File: src/rtl/reg_bank8_pkg.sv
// rtl/reg_bank8_pkg.sv - shared sizes and write-source decode for reg_bank8
package reg_bank8_pkg;

  localparam int DEPTH  = 8;
  localparam int ADDR_W = 3;
  localparam int CNT_W  = 4;
  localparam int WIDTH  = 16;

  typedef enum logic [1:0] {
    WR_NONE,
    WR_CLEAR,
    WR_LOAD,
    WR_PUSH
  } wr_src_e;

  // clear beats load beats push; a losing request has no side effects
  function automatic wr_src_e decode_wr_src(input logic clear, input logic load, input logic push);
    if (clear) return WR_CLEAR;
    if (load)  return WR_LOAD;
    if (push)  return WR_PUSH;
    return WR_NONE;
  endfunction

endpackage

File: src/rtl/reg_bank8_mux8way16.sv
// rtl/reg_bank8_mux8way16.sv - 8-way WIDTH-bit read mux (Mux8Way16)
module Mux8Way16 #(
  parameter int WIDTH = 16
) (
  input  logic [WIDTH-1:0] d0_i,
  input  logic [WIDTH-1:0] d1_i,
  input  logic [WIDTH-1:0] d2_i,
  input  logic [WIDTH-1:0] d3_i,
  input  logic [WIDTH-1:0] d4_i,
  input  logic [WIDTH-1:0] d5_i,
  input  logic [WIDTH-1:0] d6_i,
  input  logic [WIDTH-1:0] d7_i,
  input  logic [2:0]       sel_i,
  output logic [WIDTH-1:0] y_o
);

  always_comb begin
    y_o = d0_i;
    case (sel_i)
      3'd0:    y_o = d0_i;
      3'd1:    y_o = d1_i;
      3'd2:    y_o = d2_i;
      3'd3:    y_o = d3_i;
      3'd4:    y_o = d4_i;
      3'd5:    y_o = d5_i;
      3'd6:    y_o = d6_i;
      3'd7:    y_o = d7_i;
      default: y_o = d0_i;
    endcase
  end

endmodule

File: src/rtl/reg_bank8.sv
// rtl/reg_bank8.sv - eight-register bank with direct/push writes and mux read
// Optional write-through forwarding on the read port under REG_BANK8_BYPASS_EN.
module reg_bank8 #(
  parameter int WIDTH = reg_bank8_pkg::WIDTH
) (
  input  logic                             clk,
  input  logic                             rst_n,
  input  logic                             clear,
  input  logic                             load,
  input  logic [reg_bank8_pkg::ADDR_W-1:0] wr_addr,
  input  logic                             push,
  input  logic [WIDTH-1:0]                 in,
  input  logic [reg_bank8_pkg::ADDR_W-1:0] rd_sel,
  output logic [WIDTH-1:0]                 out,
  output logic [reg_bank8_pkg::ADDR_W-1:0] wptr,
  output logic [reg_bank8_pkg::CNT_W-1:0]  count,
  output logic                             full
);
  import reg_bank8_pkg::*;

  logic [WIDTH-1:0]  regs_q [DEPTH];
  logic [WIDTH-1:0]  regs_d [DEPTH];
  logic [ADDR_W-1:0] wptr_q, wptr_d;
  logic [CNT_W-1:0]  count_q, count_d;
  wr_src_e           wr_src;
  logic [WIDTH-1:0]  mux_y;

  always_comb wr_src = decode_wr_src(clear, load, push);

  always_comb begin
    for (int i = 0; i < DEPTH; i++) regs_d[i] = regs_q[i];
    wptr_d  = wptr_q;
    count_d = count_q;
    case (wr_src)
      WR_CLEAR: begin
        for (int i = 0; i < DEPTH; i++) regs_d[i] = '0;
        wptr_d  = '0;
        count_d = '0;
      end
      WR_LOAD: regs_d[wr_addr] = in;
      WR_PUSH: begin
        // a push into a full bank overwrites the oldest slot; count saturates
        regs_d[wptr_q] = in;
        wptr_d         = wptr_q + 1'b1;
        count_d        = (count_q == CNT_W'(DEPTH)) ? count_q : count_q + 1'b1;
      end
      default: ;
    endcase
  end

  always_ff @(posedge clk or negedge rst_n) begin
    if (!rst_n) begin
      for (int i = 0; i < DEPTH; i++) regs_q[i] <= '0;
      wptr_q  <= '0;
      count_q <= '0;
    end else begin
      for (int i = 0; i < DEPTH; i++) regs_q[i] <= regs_d[i];
      wptr_q  <= wptr_d;
      count_q <= count_d;
    end
  end

  Mux8Way16 #(.WIDTH(WIDTH)) u_rd_mux (
    .d0_i  (regs_q[0]),
    .d1_i  (regs_q[1]),
    .d2_i  (regs_q[2]),
    .d3_i  (regs_q[3]),
    .d4_i  (regs_q[4]),
    .d5_i  (regs_q[5]),
    .d6_i  (regs_q[6]),
    .d7_i  (regs_q[7]),
    .sel_i (rd_sel),
    .y_o   (mux_y)
  );

`ifdef REG_BANK8_BYPASS_EN
  logic fwd_hit;

  // nothing is accepted while reset is held, so nothing is forwarded either
  always_comb begin
    fwd_hit = rst_n && (((wr_src == WR_LOAD) && (wr_addr == rd_sel)) ||
                        ((wr_src == WR_PUSH) && (wptr_q == rd_sel)));
    if (rst_n && (wr_src == WR_CLEAR)) out = '0;
    else if (fwd_hit)                  out = in;
    else                               out = mux_y;
  end
`else
  assign out = mux_y;
`endif

  assign wptr  = wptr_q;
  assign count = count_q;
  assign full  = (count_q == CNT_W'(DEPTH));

endmodule

File: config.mk
export PLATFORM = sky130hd
export DESIGN_NAME = reg_bank8
export DESIGN_NICKNAME = d
export VERILOG_FILES = /design/src/rtl/reg_bank8_pkg.sv /design/src/rtl/reg_bank8_mux8way16.sv /design/src/rtl/reg_bank8.sv
export SDC_FILE = /design/constraint.sdc
export NUM_CORES = 1
export LEC_CHECK = 0
export CORE_MARGIN = 2
export CORE_UTILIZATION = 40
export DETAILED_ROUTE_END_ITERATION = 8
export PLACE_DENSITY = 0.64
export SYNTH_ARGS = -nofsm -noshare
export SYNTH_HDL_FRONTEND = slang
export SYNTH_SLANG_ARGS = --single-unit
File: constraint.sdc
create_clock -name clk -period 2.2 [get_ports clk]
set_input_delay 0.44 -clock clk [delete_from_list [all_inputs] [get_ports clk]]
set_output_delay 0.44 -clock clk [all_outputs]
set_load 0.02 [all_outputs]
==> reports/results.ini, run 1 <==
[outcome]
outcome = finished clean

[critical_path]
critPathCaptureType = output pin
worst-path-buf-inv = 3
crit_chain = buf_2, buf_12, mux2_2, a221oi_1, o22ai_1, buf_4
worstPathRequired_ns = 1.76
cpMaxStageDelayCell = mux2_2
cp_top_family = buffers and inverters
cp.arrival_ns = 1.75
critical_path_class = primary input to output pin
crit_fanout = 13
crit_path_start_kind = primary input
cpPeakStageDelay_ns = 0.35

[yosys]
synth-edff-count = 0
ys.flop_type = dfrtp_1
avgSynthCellArea_sq_um = 10.1
yosysUniqueCellTypes = 54
ys_warn_count = 0
ys_ff_latch = 135
ys_seq_area_frac = 0.457
synth_cells = 729
yosys-top-cells-area = dfrtp_1 46%, a221o_1 9.1%, a21o_1 6.3%
yosys.area.top_type = dfrtp_1
synthArstFlopShare = 1.00
syn_nets = 759
yosysTopAreaCellShare = 0.457
synthesis.area_sq_um = 7400

[timing]
fin_ws_ns = 0.00532
setup_violations = 0
setup_tns_ns = 0
slew_violations = 0
fin_skew_ns = 0.00596
fmax_ghz = 0.456
fin_crit_ns = 2.19
final_hold_viol_count = 0
tightest_slew_ns = 0.497
rsz0062_at_grt = yes
post-route-period-util = 0.998
relSlewSlack = 0.669

[floorplanning]
num_io_pins = 51
core_sq_um = 18000
dieArea_sq_um = 19600
start_util = 0.410
die_width_um = 140
num_rows = 49
die_y_um = 140

[finish]
final_common_cell = dfrtp_1
mostFrequentLayoutCells = 133 x dfrtp_1, 80 x buf_4, 73 x nor2_1, 67 x a221o_1, 65 x o22ai_1
area_growth_pct = 29.6
nNetsFinal = 856
n_antenna_cell = 0
multi_input_area_sq_um = 3830
n_fill_cell = 1571
ff_latch_area_sq_um = 3380
drive_gt1_frac = 0.238

[clock_network]
clk_latency_ns = 0.43
cts.path.max_buffers = 2
clk_pin_slew_worst_paths_ns = 0.06
cts_tree = done
cts_buffers = 17
htreeDepth = 4
cts_sinks = 135
post_cts_buffers = 0
clock-root-buffer = clkbuf_16

[hold_path]
min_path_type = register to register

[placement]
io_buffers = 50
place_ws_ns = -0.753
gp_congestion = 0.916
place_hpwl_um = 17400

[global_route]
use_met1 = 0.354
grt_use_met2 = 0.437
grt_pass1_vias = 7128
grt_max_degree = 62
grt_util_all_layers = 0.272
grt_util_met3 = 0.0639
antenna_found_initial = 0
grt.busiest_layer = met2
grt_overflow_total = 0
grt_pass1_wl_um = 41100

[detailed_routing]
drc = 0
routed_wl_um = 26800
vias = 7089
wl_per_cell_um = 25.1
viasPerCell = 6.64
initialDrtViolationCount = 862
first_pass_iters = 6
drtAntennaViolNets = 0

[power_and_ir_drop]
p_leak_nw = 4.69
power.total_mw = 6.44
power.density_nw_per_um2 = 672
irDropWorstVdd_mv = 0.570

[flow_run]
drv_cap = 0

==> per-layer routing <==
layer | routed length, um | share of wire
met3 | 2430 | 0.091
met2 | 12500 | 0.46
met5 | 0 | 0
met1 | 10900 | 0.41
met4 | 992 | 0.037
==> power breakdown <==
part	internal, mW	switching (mW)
Combinational	0.399	0.551
Sequential	2.56	0.0608
Clock	1.70	1.17
Total	4.66	1.78
==> cells by family after synthesis <==
| group | share of synthesized area |
|---|---|
| compound gates | 0.285 |
| simple gates | 0.161 |
| flops | 0.457 |
| buf+inv | 0.0457 |
| mux | 0.0443 |
| fa+ha+maj | 0.00507 |
| xor+xnor | 0.00237 |
==> sequential cells by signal, summed over array words and instances (netlist names) <==
signal	flops
count	4
wptr	3
regs_q	128
==> metrics by stage <==
stage / instance area [sq um] / hold slack (ns) / utilization / instances
final: 9590 / 0.470 / 0.532 / 1068
after global routing: 9590 / 0.489 / 0.532 / 1068
after CTS: 9530 / 0.473 / 0.529 / 1068
after detailed placement: 8910 / 0.424 / 0.494 / 1033
after global placement: 8910 / 0.415 / 0.494 / 1033
after floorplan: 7450 / 0.144 / - / 729
==> layout make-up <==
cell class,instances,area share
Clock buffer,18,0.0458
Clock inverter,14,0.0158
Inverter,12,0.00470
Multi-Input combinational cell,512,0.399
Sequential cell,135,0.353
Tap cell,229,0.0299
Timing Repair Buffer,148,0.152
==> Yosys cell counts (all sizes together), types with 5 or more instances <==
cell,count
nand3b,18
nand2b,26
o21ai,5
a21oi,11
dfrtp,135
o22ai,65
a221o,67
nor2b,8
a32oi,12
inv,11
a211oi,11
clkbuf,40
a221oi,6
and2,20
a21o,62
mux2i,17
nand2,19
mux2,12
nand3,7
a31oi,6
nor4bb,5
buf,30
nor2,81
==> worst paths after layout <==
path                       startpoint  slack, ns  cells past startpoint          end
setup / recovery            rd_sel[2]      0.005                      6       out[6]
hold / removal              regs_q[1]       0.47                      1    regs_q[1]
setup reg to reg              wptr[0]       0.44                      4   regs_q[89]
hold reg to reg             regs_q[1]       0.47                      1    regs_q[1]
max in group asynchronous       rst_n       0.95                      3  regs_q[114]
min in group asynchronous       rst_n       0.52                      2     count[3]
==> repair_timing <==
action,in CTS,in global routing
endpoints found under the setup margin,18,14
pin swaps,1,0
gates cloned,2,0
endpoints found under the hold margin,46,0
gates resized for setup,89,18
hold buffers,1,0
Power figures use the tool's default switching activity.
==> inputs of run 2 (changes only) <==
Settings changed: CORE_UTILIZATION 40 to 43, HOLD_SLACK_MARGIN set to 0.03, PLACE_DENSITY 0.64 to 0.67.
==> run 2 against run 1 <==
Effect of this change: the flow now finishes with violations (setup timing); global-route usage up 2.8 points; clock power decreased by 7%; first-iteration DRC count up 4.3%; core utilization grew 4.1 points; maximum frequency fell by 0.49%; clock skew grew 0.0074 ns; setup slack got worse by 0.011 ns; sequential cell count did not move; wire length up 0.76%.
==> reports/results.ini, run 2 (synthesized netlist as in run 1, its figures left out) <==
[timing]
fmax_ghz = 0.453
fin_ws_ns = -0.00541
final_hold_viol_count = 0
relSlewSlack = 0.635
slew_violations = 0
fin_crit_ns = 2.21
tightest_slew_ns = 0.548
setup_violations = 1
post-route-period-util = 1.00
fin_skew_ns = 0.0134
holdWs_ns = 0.471

[outcome]
outcome = finished, violations left
violations = setup timing

[floorplanning]
start_util = 0.443
num_rows = 47
dieArea_sq_um = 18300
die_y_um = 135
die_width_um = 135
core_sq_um = 16700
num_io_pins = 51

[detailed_routing]
initialDrtViolationCount = 899
drtAntennaViolNets = 0
vias = 7179
first_pass_iters = 6
viasPerCell = 6.77
drc = 0
wl_per_cell_um = 25.5
routed_wl_um = 27000

[global_route]
grt_overflow_total = 0
grt_util_all_layers = 0.300
grt_pass1_wl_um = 41400
grt_pass1_vias = 7213
grt_max_degree = 53
antenna_found_initial = 0

[clock_network]
htreeDepth = 4
cts_sinks = 135
cts_buffers = 17
clk_pin_slew_worst_paths_ns = 0.06
cts_tree = done
clk_latency_ns = 0.43
cts.path.max_buffers = 2
clock-root-buffer = clkbuf_16

[finish]
nNetsFinal = 860
largest_register_ffs = 128
area_growth_pct = 29.4
drive_gt1_frac = 0.245
mostFrequentLayoutCells = 133 x dfrtp_1, 81 x buf_4, 78 x nor2_1, 67 x a221o_1, 65 x o22ai_1
final_util = 0.573
n_antenna_cell = 0
final_common_cell = dfrtp_1
n_fill_cell = 1430
stdcell_count = 1061
regMostFlops = regs_q

[power_and_ir_drop]
irDropWorstVdd_mv = 0.697
power.density_nw_per_um2 = 655
p_leak_nw = 4.69
power.total_mw = 6.27

[hold_path]
min_path_type = register to register
min_from = regs_q[82]
hold_path_end = regs_q[82]
whs_path_depth = 1

[critical_path]
crit_start = rd_sel[0]
critical_path_class = primary input to output pin
reg2reg_from = wptr[2]
crit_path_start_kind = primary input
cp.arrival_ns = 1.77
r2r_slack_ns = 0.40
critPathCaptureType = output pin
ff2ff_path_depth = 4
crit_fanout = 8
r2r-end = regs_q[91]
worstPathRequired_ns = 1.76

[flow_run]
drv_cap = 0

[placement]
place_hpwl_um = 17900
io_buffers = 50
dp.cells = 1026
gp_congestion = 0.932

[run 2: changes by cell type in the layout (fill, tap and decap cells not counted), moves of 3 or more]
cell and delta:
a211oi_1 -3, a211oi_2 +3, clkinv_4 -3, nor2_1 +5, nor2_2 -4
[run 2: report_power, final]
| group | internal [mW] | switching [mW] |
|---|---|---|
| registers | 2.56 | 0.0597 |
| logic | 0.404 | 0.563 |
| clock network | 1.62 | 1.07 |
[run 2: worst max-delay path: stages]
cell and delay [ns]:
buf_2 0.13, bufbuf_16 0.28, buf_4 0.16, nor2b_2 0.24, a32oi_1 0.13, a31oi_2 0.20
buf_2 0.19
[run 2: worst max path at each step]
stage | endpoint | slack [ns] | depth (start not counted)
after floorplan | out[6] | 0.07 | 6
after global placement | out[11] | -0.78 | 7
after detailed placement | out[11] | -0.76 | 7
after CTS | out[8] | 0.004 | 6
after global routing | out[1] | -0.01 | 7
final | out[1] | -0.005 | 7
[run 2: what timing repair did]
action / CTS / global route
gates resized for setup: 93 / 18
hold buffers: 1 / 0
endpoints found under the hold margin: 49 / 0
setup buffers: 2 / 0
pin swaps: 2 / 2
endpoints found under the setup margin: 18 / 10
gates cloned: 2 / 0
[run 2: final cells by class]
type                            count  area [sq um]  area share
Clock buffer                       21           470      0.0492
Clock inverter                      9          77.6     0.00811
Inverter                           12          45.0     0.00471
Multi-Input combinational cell    512          3850       0.402
Sequential cell                   135          3380       0.353
Tap cell                          220           275      0.0288
Timing Repair Buffer              152          1470       0.154
[run 2: per-stage QoR]
stage / TNS [ns] / cell area [sq um] / setup WS [ns]
floorplan: 0 / 7450 / 0.0681
global placement: -15.60 / 8900 / -0.779
detailed placement: -18.48 / 8900 / -0.765
CTS: 0 / 9510 / 0.00357
global route: -0.0190 / 9570 / -0.0109
finish: -0.00541 / 9570 / -0.00541
[run 2: routing by layer]
metal  wire (um)  track usage
met5           0            0
met4        1050        0.131
met2       12300        0.458
met1       10600        0.388
met3        3090        0.107
==> inputs of run 3 (changes only) <==
Settings changed: ABC_AREA set to 1, PLACE_DENSITY 0.67 to 0.66, SYNTH_HIERARCHICAL set to 1.
==> run 3 against run 2 <==
Effect of this change: the flow now finishes without violations; first-iteration DRC count is 110% higher; global-route usage is 1.1 points higher; setup slack improved by 0.020 ns; core utilization decreased by 5.6 points; register-to-register slack better by 0.07 ns; final area rose by 35%; sequential share of layout area fell by 9.2 points; clock power rose by 16%; area after synthesis up 48%; cell count grew 100%; critical endpoint is now out[3]; largest cell class unchanged.
==> reports/results.ini, run 3 <==
[critical_path]
cpMaxStageDelayCell = dlygate4sd2_1
crit_chain = clkbuf_4, buf_4, nor2_4, buf_4, nand3_1, nand2_1, nor2_1, nand3_1, dlygate4sd2_1
crit_fanout = 6
critical_path_class = primary input to output pin
crit_path_start_kind = primary input
cpPeakStageDelay_ns = 0.34
worstPathRequired_ns = 1.76
critPathCaptureType = output pin
cp.arrival_ns = 1.75

[detailed_routing]
viasPerCell = 6.07
routed_wl_um = 41500
drtAntennaViolNets = 0
wl_per_cell_um = 19.2
drc = 0
initialDrtViolationCount = 1926
vias = 13100
first_pass_iters = 6

[global_route]
grt_max_degree = 87
grt_overflow_total = 0
grt_pass1_vias = 11900
grt_util_all_layers = 0.312
grt_pass1_wl_um = 65100
antenna_found_initial = 0

[finish]
final_util = 0.517
final_common_cell = nand3_1
n_fill_cell = 2461
final_cell_area_sq_um = 13000
n_antenna_cell = 0
nNetsFinal = 1850
regMostFlops = regs_q
largest_register_ffs = 128
stdcell_count = 2163
mostFrequentLayoutCells = 643 x nand3_1, 500 x nand2_1, 174 x inv_1, 133 x dfrtp_1, 97 x nand4_1
drive_gt1_frac = 0.103
area_growth_pct = 18.7

[clock_network]
cts_sinks = 135
clock-root-buffer = clkbuf_16
htreeDepth = 4
clk_pin_slew_worst_paths_ns = 0.08
clk_latency_ns = 0.44
post_cts_buffers = 0
cts_buffers = 17
cts.path.max_buffers = 2
cts_tree = done

[placement]
gp_congestion = 0.915
place_hpwl_um = 27000
place_ws_ns = -0.338
dp.cells = 2130
io_buffers = 50
place_area_sq_um = 12300

[outcome]
outcome = finished clean

[yosys]
synth_cells = 1785
yosys.area.top_type = dfrtp_1
yosysMostFrequentCell = nand3_1
synth-edff-count = 0
ys_ff_latch = 135
synthesis.area_sq_um = 10900
ys.flop_type = dfrtp_1
syn_nets = 1815
yosysUniqueCellTypes = 21
ys_warn_count = 6
yosys-top-cells-count = 643 x nand3_1, 500 x nand2_1, 174 x inv_1
avgSynthCellArea_sq_um = 6.11
yosys-top-cells-area = dfrtp_1 31%, nand3_1 29%, nand2_1 17%
synthArstFlopShare = 1.00
yosysTopAreaCellShare = 0.310
ys_seq_area_frac = 0.310

[power_and_ir_drop]
seqPwrFrac = 0.374
clkPwrFrac = 0.441
p_sw_mw = 2.27
power.total_mw = 7.07
irDropWorstVdd_mv = 0.432
p_int_mw = 4.80
p_leak_nw = 6.85
swShare = 0.321
power.density_nw_per_um2 = 546
combPwrFrac = 0.185

[flow_run]
drv_cap = 0

[floorplanning]
die_width_um = 163
dieArea_sq_um = 26700
num_rows = 58
die_y_um = 163
core_sq_um = 25000
num_io_pins = 51
start_util = 0.436

[timing]
holdWs_ns = 0.528
rsz0062_at_grt = no
setup_violations = 0
fin_crit_ns = 2.19
fmax_ghz = 0.458
setup_tns_ns = 0
slew_violations = 0
post-route-period-util = 0.993
fin_skew_ns = 0.0141
tightest_slew_ns = 0.608
fin_ws_ns = 0.0150
relSlewSlack = 0.594
final_hold_viol_count = 0

[hold_path]
min_path_type = register to register

-- run 3: cell count changes after synthesis, sizes merged, moves of 20 or more --
cell / before / now
nand2b: 26 / 0
a21o: 62 / 0
nand4: 0 / 97
a221o: 67 / 0
and2: 20 / 0
nand3: 7 / 644
o22ai: 65 / 1
nand2: 19 / 500
inv: 11 / 177
buf: 30 / 104
-- run 3: power by group through the flow --
stage               combinational, mW  clock, mW  sequential, mW
floorplan                       0.728          0            2.66
global placement                 1.26          0            2.69
detailed placement               1.28          0            2.68
CTS                              1.28       3.13            2.64
global route                     1.41       3.23            2.65
finish                           1.31       3.12            2.64
-- run 3: final cells by class --
cell class | count | area, sq um | area share
well taps | 330 | 413 | 0.0319
repair buffers | 174 | 1770 | 0.137
multi-input cells | 1315 | 6110 | 0.472
flip-flops and latches | 135 | 3380 | 0.261
inverters | 177 | 664 | 0.0513
clock buffers | 18 | 429 | 0.0331
clock inverters | 14 | 184 | 0.0142
-- run 3: what timing repair did --
item,in CTS,in global routing
pin swaps,1,0
resized for setup,23,21
hold buffers,1,0
endpoints found under the hold margin,43,0
setup endpoints to repair,17,16
-- run 3: cell families after synthesis --
family	after synthesis	share of synthesized area
AND/OR/NAND/NOR	1305	0.549
flip-flops	135	0.310
XOR/XNOR	2	0.00161
buffers and inverters	335	0.134
adder cells (fa/ha/maj)	3	0.00344
AO/OA/AOI/OAI	5	0.00241
-- run 3: final timing paths --
path	start	endpoint	slack (ns)	depth (start not counted)
min in group asynchronous	rst_n	regs_q[41]	0.57	2
worst min register to register	regs_q[16]	regs_q[16]	0.53	2
max in group asynchronous	rst_n	regs_q[114]	0.95	3
worst max-delay path	rd_sel[0]	out[3]	0.01	9
worst max register to register	wptr[1]	regs_q[7]	0.47	6
worst min-delay path	regs_q[16]	regs_q[16]	0.53	2
-- run 3: layer usage --
| metal | vias up | track usage | routed length (um) |
|---|---|---|---|
| met2 | 864 | 0.477 | 18700 |
| met5 | - | 0 | 0 |
| li1 | 5991 | - | - |
| met3 | 139 | 0.0518 | 4250 |
| met1 | 6138 | 0.424 | 16700 |
| met4 | 0 | 0.159 | 1930 |
-- run 3: critical path: cells and delay by family --
family | cells | cell delay [ns]
buffers and inverters | 4 | 0.87
AND/OR/NAND/NOR | 5 | 0.43
